File: config.mk
export PLATFORM = sky130hd
export DESIGN_NAME = fifo_wr_ctrl
export DESIGN_NICKNAME = d
export VERILOG_FILES = /design/src/rtl/fifo_wr_ctrl.sv
export SDC_FILE = /design/constraint.sdc
export NUM_CORES = 1
export LEC_CHECK = 0
export BUFFER_PORTS_ARGS = -buffer_cell sky130_fd_sc_hd__buf_2
export CAP_MARGIN = 30
export CORE_MARGIN = 4
export CORE_UTILIZATION = 53
export CTS_CLUSTER_DIAMETER = 60
export DETAILED_ROUTE_END_ITERATION = 7
export GPL_TIMING_DRIVEN = 1
export MAX_ROUTING_LAYER = met4
export PLACE_DENSITY = 0.81
export SLEW_MARGIN = 20
export SYNTH_ARGS = -nofsm -noshare
export SYNTH_HDL_FRONTEND = slang
export SYNTH_SLANG_ARGS = --single-unit
File: constraint.sdc
create_clock -name w_clk -period 7.03 [get_ports w_clk]
set_clock_uncertainty 0.05 [all_clocks]
set_input_delay 1.0545 -clock w_clk [delete_from_list [all_inputs] [get_ports w_clk]]
set_output_delay 1.0545 -clock w_clk [all_outputs]
set_load 0.05 [all_outputs]
File: src/rtl/fifo_wr_ctrl.sv
// Write-domain half of the async FIFO: binary/Gray write pointer, full and
// almost-full flags, fill-level estimate and sticky overflow.
module fifo_wr_ctrl #(
    parameter int P_SIZE   = 4,
    parameter int AF_LEVEL = 6
) (
    input  logic              w_clk,
    input  logic              w_rst,
    input  logic              w_inc,
    input  logic              ovf_clr,
    input  logic [P_SIZE-1:0] sync_rd_ptr,
    output logic              wr_en,
    output logic [P_SIZE-2:0] wr_addr,
    output logic [P_SIZE-1:0] wr_ptr,
    output logic              full,
    output logic              almost_full,
    output logic [P_SIZE-1:0] wr_level,
    output logic              overflow
);

    localparam logic [P_SIZE-1:0] AF_THR = P_SIZE'(AF_LEVEL);

    logic [P_SIZE-1:0] wr_bin_q, wr_bin_d;
    logic [P_SIZE-1:0] wr_ptr_q, wr_gray_d;
    logic [P_SIZE-1:0] rd_bin;
    logic [P_SIZE-1:0] level_d;
    logic              full_q, full_d;
    logic              af_q, af_d;
    logic [P_SIZE-1:0] level_q;
    logic              ovf_q, ovf_d;

    // Gray-to-binary: each binary bit is the XOR of all Gray bits at or above it.
    always_comb begin
        rd_bin = '0;
        for (int i = 0; i < P_SIZE; i++) begin
            rd_bin[i] = ^(sync_rd_ptr >> i);
        end
    end

    always_comb begin
        wr_bin_d  = (w_inc && !full_q) ? wr_bin_q + 1'b1 : wr_bin_q;
        wr_gray_d = wr_bin_d ^ (wr_bin_d >> 1);
        // Full when write pointer is exactly one lap ahead of the read pointer.
        full_d    = (wr_gray_d == {~sync_rd_ptr[P_SIZE-1:P_SIZE-2],
                                   sync_rd_ptr[P_SIZE-3:0]});
        level_d   = wr_bin_d - rd_bin;
        af_d      = (level_d >= AF_THR);
        if (w_inc && full_q)
            ovf_d = 1'b1;
        else if (ovf_clr)
            ovf_d = 1'b0;
        else
            ovf_d = ovf_q;
    end

    always_ff @(posedge w_clk or posedge w_rst) begin
        if (w_rst) begin
            wr_bin_q <= '0;
            wr_ptr_q <= '0;
            full_q   <= 1'b0;
            af_q     <= 1'b0;
            level_q  <= '0;
            ovf_q    <= 1'b0;
        end else begin
            wr_bin_q <= wr_bin_d;
            wr_ptr_q <= wr_gray_d;
            full_q   <= full_d;
            af_q     <= af_d;
            level_q  <= level_d;
            ovf_q    <= ovf_d;
        end
    end

    assign wr_en       = w_inc & ~full_q;
    assign wr_addr     = wr_bin_q[P_SIZE-2:0];
    assign wr_ptr      = wr_ptr_q;
    assign full        = full_q;
    assign almost_full = af_q;
    assign wr_level    = level_q;
    assign overflow    = ovf_q;

endmodule

==> flow_summary.json, run 1 <==
{
  "critPathRequiredTime_ns": 7.15,
  "drt_iter0_markers": 4,
  "dpl.hpwl_um": 1030,
  "clkTransAtPathRegs_ns": 0.08,
  "placedCellCount": 100,
  "numCtsBuffers": 3,
  "yosys_warnings": 0,
  "die_height_um": 46.7,
  "finalHoldViolations": 0,
  "slew_viol_final": 0,
  "min_path_type": "reg -> reg",
  "grt_usage_pct": 13.9,
  "ys_ff_latch": 14,
  "cts_buffer_depth": 2,
  "avgSynthCellArea_um2": 12.4,
  "setup_viol": 0,
  "synthCells": 64,
  "cts_resized": 0,
  "diodes": 0,
  "drive_gt1_share_pct": 34.8,
  "portBuffers": 22,
  "first_pass_iters": 4,
  "gp_congestion": 0.805,
  "clk-insertion-delay-late_ns": 0.27,
  "cts_root_buffer": "clkbuf_4",
  "wire_per_inst_um": 12.1,
  "clock-sinks": 14,
  "fin_crit_sh_pct": 39.9,
  "instances_no_fill": 104,
  "post_cts_buffers": 0,
  "overflow": 0,
  "grt_pass1_wl_um": 2020,
  "grt_setup_unrepaired": "no",
  "max_freq_mhz": 356,
  "vias": 505,
  "tightest_slew_ns": 0.514,
  "yosysSeqAreaShare_pct": 44.2,
  "slew_headroom_pct": 65.7,
  "ctsHoldBuffers": 0,
  "num-fill-cells": 109,
  "status": "finished, final reports clean",
  "drc": 0,
  "die_x_um": 46.7,
  "grt_pass1_vias": 455,
  "syn-cell-area_um2": 792,
  "arrival_ns": 2.93,
  "cts_tree": "yes",
  "pin_count": 23,
  "ant_nets": 0,
  "critPathCaptureType": "register",
  "post-route-min-period_ns": 2.81,
  "num_rows": 13,
  "synth_cell_types": 23,
  "viasPerCell": 4.86,
  "antenna_found_initial": 0,
  "core_area_um2": 1350,
  "layout.nets": 103,
  "htree_num_levels": 1,
  "dieArea_um2": 2180,
  "syn2layout_area_growth_pct": 19.4,
  "crit_type": "in -> reg",
  "initial_utilization_pct": 58.7,
  "worstPathMaxFanout": 4,
  "grt_max_degree": 15,
  "routed_wl_um": 1260,
  "maxCapViolations": 0,
  "synthesis.nets": 77,
  "worstSetupStartpointType": "input pin",
  "finalSetupTns_ns": 0
}
[logic make-up (layout without fill, tap and decap cells)]
family	after synthesis	count (layout)	synth area share [%]
muxes	3	3	5.37
adders and majority gates	5	5	8.85
xor gates and xnor gates	13	13	21.2
buffers and inverters	12	37	6.64
DFF	14	14	44.2
AOI/OAI and AO/OA	6	6	4.90
and+or+nand+nor	11	11	8.85
[path summary, 6_finish.rpt]
path	endpoint	slack [ns]	cells after the start	startpoint
max in group asynchronous	wr_bin_q[0]$_DFF_PP0_	5.84	2	w_rst
max reg2reg	almost_full$_DFF_PP0_	4.65	8	wr_bin_q[0]$_DFF_PP0_
min reg2reg	overflow$_DFFE_PP0P_	0.47	2	overflow$_DFFE_PP0P_
max	almost_full$_DFF_PP0_	4.22	10	sync_rd_ptr[3]
min in group asynchronous	wr_ptr[2]$_DFF_PP0_	0.75	2	w_rst
min	overflow$_DFFE_PP0P_	0.47	2	overflow$_DFFE_PP0P_
[stage by stage]
step           hold WS (ns)  cell area, µm²  worst slack [ns]  utilization, %
3_3_place_gp          0.457             910              3.99            67.4
6_report              0.469             946              4.22            70.1
2_1_floorplan         0.698             792              4.13               -
3_5_place_dp          0.461             910              3.92            67.4
4_1_cts               0.476             946              4.21            70.1
5_1_grt               0.529             946              4.13            70.1
[per-layer routing]
metal | part of all wire, % | vias to the layer above | global-route usage, %
li1 | - | 252 | -
met1 | 46 | 233 | 18.7
met2 | 45 | 16 | 20.3
met3 | 6.7 | 4 | 2.34
met4 | 2.3 | 0 | 6.63
met5 | 0 | - | -
[registers in the layout, summed over array words and instances (netlist names)]
signal       flops
wr_bin_q         4
wr_ptr           3
overflow         1
full             1
wr_level         4
almost_full      1
[layout by cell type, fill, tap and decap left out]
master    synthesis  final
a21o_1            2      2
a21oi_1           1      1
buf_2             0     22
clkbuf_4          0      3
clkbuf_8          0      1
dfrtp_1          14     14
fa_1              1      1
ha_1              4      4
inv_1            11     11
mux2i_1           2      2
mux2i_4           1      1
nand2_1           2      2
nand3b_1          2      2
nand4_2           1      1
nor2_1            4      4
nor2b_4           1      1
o21ai_0           1      1
o21ai_1           1      1
o32ai_1           1      1
or3_1             1      1
xnor2_1           6      6
xnor2_2           1      1
xnor3_1           2      2
xor2_1            3      3
xor2_4            1      1
[critical path: stages]
cell and delay, ns:
buf_2 0.13, xnor2_1 0.24, xor2_1 0.33, xnor2_1 0.16, ha_1 0.21, inv_1 0.05
a21o_1 0.17, a21oi_1 0.16, xnor3_1 0.25, a21o_1 0.17
[cell usage after synthesis]
| master | instances | area [µm²] |
|---|---|---|
| xnor2_1 | 6 | 52.6 |
| buf_6 | 1 | 11.3 |
| o21ai_0 | 1 | 5.00 |
| nand3b_1 | 2 | 15.0 |
| o32ai_1 | 1 | 8.76 |
| nand2_1 | 2 | 7.51 |
| xor2_1 | 3 | 26.3 |
| a21oi_1 | 1 | 5.00 |
| o21ai_1 | 1 | 5.00 |
| xnor2_2 | 1 | 16.3 |
| fa_1 | 1 | 20.0 |
| or3_1 | 1 | 6.26 |
| a21o_1 | 2 | 15.0 |
| xnor3_1 | 2 | 45.0 |
| xor2_4 | 1 | 27.5 |
| mux2i_1 | 2 | 20.0 |
| nor2b_4 | 1 | 13.8 |
| dfrtp_1 | 14 | 350 |
| nor2_1 | 4 | 15.0 |
| mux2i_4 | 1 | 22.5 |
| nand4_2 | 1 | 12.5 |
| ha_1 | 4 | 50.1 |
| inv_1 | 11 | 41.3 |
[final cells by class]
type	instances	area (µm²)	share of cell area, %
inverters	11	41.3	4.37
clock buffers	4	36.3	3.84
well taps	15	18.8	1.98
flip-flops and latches	14	350	37.0
multi-input cells	38	389	41.1
repair buffers	22	110	11.6
Power of run 1 is left out: the tool's default activity adds up to more than one toggle a clock period on the data nets, which glitch-free logic cannot reach.
==> run 2, diff against run 1 <==
--- a/config.mk
+++ b/config.mk
@@ -8,12 +8,12 @@
 export BUFFER_PORTS_ARGS = -buffer_cell sky130_fd_sc_hd__buf_2
 export CAP_MARGIN = 30
 export CORE_MARGIN = 4
-export CORE_UTILIZATION = 53
+export CORE_UTILIZATION = 44
 export CTS_CLUSTER_DIAMETER = 60
 export DETAILED_ROUTE_END_ITERATION = 7
 export GPL_TIMING_DRIVEN = 1
 export MAX_ROUTING_LAYER = met4
-export PLACE_DENSITY = 0.81
+export PLACE_DENSITY = 0.72
 export SLEW_MARGIN = 20
 export SYNTH_ARGS = -nofsm -noshare
 export SYNTH_HDL_FRONTEND = slang
==> constraint.sdc (replaced) <==
create_clock -name w_clk -period 2.4 [get_ports w_clk]
set_clock_uncertainty 0.05 [all_clocks]
set_input_delay 0.36 -clock w_clk [delete_from_list [all_inputs] [get_ports w_clk]]
set_output_delay 0.36 -clock w_clk [all_outputs]
set_load 0.05 [all_outputs]
==> run 2 against run 1 <==
Against the previous run:
- via count is 6.1% higher
- core utilization is 12 points lower
- global-route usage is 1.1 points lower
- critical path depth is 2 lower
- final cell count is 14% higher
- critical path type is now reg -> reg
- critical endpoint unchanged
==> flow_summary.json, run 2 (synthesis results as in run 1) <==
{
  "status": "finished, final reports clean",
  "crit_type": "reg -> reg",
  "fin_crit_sh_pct": 92.4,
  "post-route-min-period_ns": 2.22,
  "diodes": 0,
  "slowest_stage": "dfrtp_2",
  "pin_count": 23,
  "drc": 0,
  "grt_pass1_wl_um": 2350,
  "clkTransAtPathRegs_ns": 0.08,
  "viasPerCell": 4.50,
  "final_common_cell": "buf_2",
  "worstPathMaxFanout": 5,
  "maxCapViolations": 0,
  "min_path_type": "in -> async",
  "die_x_um": 50.4,
  "first_pass_iters": 3,
  "critPathRequiredTime_ns": 2.52,
  "cts_tree": "yes",
  "final_cell_mix": "buf_2, inv_1, dfrtp_1",
  "critPathCaptureType": "register",
  "crit_top_cell": "a21o_1",
  "crit_chain": "nor2b_4 > mux2i_4 > inv_1 > ha_1 > a21o_1 > a21oi_1 > xnor3_1 > a21o_1",
  "rr_worst_depth": 8,
  "grt_pass1_vias": 563,
  "arrival_ns": 2.34,
  "clock-sinks": 14,
  "antenna_found_initial": 0,
  "tightest_slew_ns": 0.538,
  "portBuffers": 22,
  "syn2layout_area_growth_pct": 26.2,
  "ctsHoldBuffers": 0,
  "clk-insertion-delay-late_ns": 0.27,
  "num_rows": 15,
  "wire_per_inst_um": 11.3,
  "worstSetupStartpointType": "register",
  "finalSetupTns_ns": 0,
  "layout.nets": 108,
  "drt_iter0_markers": 2,
  "core_area_um2": 1710,
  "dpl.hpwl_um": 1090,
  "slew_headroom_pct": 64.1,
  "slew_viol_final": 0,
  "setup_viol": 0,
  "grt_usage_pct": 12.8,
  "gp_congestion": 0.723,
  "numCtsBuffers": 3,
  "cts_resized": 0,
  "vias": 536,
  "grt_setup_unrepaired": "no",
  "drive_gt1_share_pct": 41.5,
  "htree_num_levels": 1,
  "die_height_um": 50.4,
  "routed_wl_um": 1350,
  "overflow": 0,
  "max_freq_mhz": 451,
  "rrSetupSlack_ns": 0.18,
  "ant_nets": 0,
  "cts_buffer_depth": 2,
  "initial_utilization_pct": 46.4,
  "finalHoldViolations": 0,
  "critPathMaxStageDelay_ns": 0.44,
  "grt_max_degree": 15,
  "dieArea_um2": 2540,
  "cts_root_buffer": "clkbuf_4"
}
[run 2: cell count changes in the layout (fill, tap and decap cells not counted), sizes merged]
cell	change
buf	+5
[run 2: cell type report]
type,count,area [µm²]
Tap cell,25,31.3
Multi-Input combinational cell,38,389
Sequential cell,14,354
Fill cell,149,708
Timing Repair Buffer,27,148
Clock buffer,4,36.3
Inverter,11,41.3
[run 2: repair_timing]
item                                   4_1_cts  5_1_grt
buffers inserted                             0        2
setup endpoints to repair                    0        1
endpoints found under the hold margin        0        0
[run 2: routing by layer]
metal	wire length, µm	GRT usage, %	part of all wire (%)
met5	0	-	0
met4	34	8.07	2.5
met3	40	1.78	3.0
met2	661	19.8	49
met1	609	15.7	45
[run 2: path summary, 6_finish.rpt]
check                                             end                 start
worst min register to register   overflow$_DFFE_PP0P_  overflow$_DFFE_PP0P_
max in group asynchronous              full$_DFF_PP0_                 w_rst
worst max-delay path            almost_full$_DFF_PP0_        full$_DFF_PP0_
min in group w_clk               overflow$_DFFE_PP0P_               ovf_clr
worst max register to register  almost_full$_DFF_PP0_        full$_DFF_PP0_
worst min-delay path            wr_level[0]$_DFF_PP0_                 w_rst
[run 2: worst max-delay path: cells and delay by family, from the launching register on]
kind / cells / cell delay (ns)
buffers and inverters: 1 / 0.09
muxes: 1 / 0.30
DFF: 1 / 0.44
AOI/OAI and AO/OA: 3 / 0.47
and+or+nand+nor: 1 / 0.22
adders and majority gates: 1 / 0.30
xor gates and xnor gates: 1 / 0.25
[run 2: stage by stage]
stage / cell area, µm² / hold slack [ns] / setup WS [ns] / util (%) / instances
2_1_floorplan: 796 / 0.199 / 0.0162 / - / 64
3_3_place_gp: 948 / 0.361 / 0.0557 / 55.5 / 113
3_5_place_dp: 948 / 0.380 / 0.0231 / 55.5 / 113
4_1_cts: 985 / 0.0710 / 0.0917 / 57.7 / 117
5_1_grt: 1000 / 0.130 / 0.0676 / 58.5 / 119
6_report: 1000 / 0.0613 / 0.182 / 58.5 / 119
Power of run 2 is left out for the same reason.
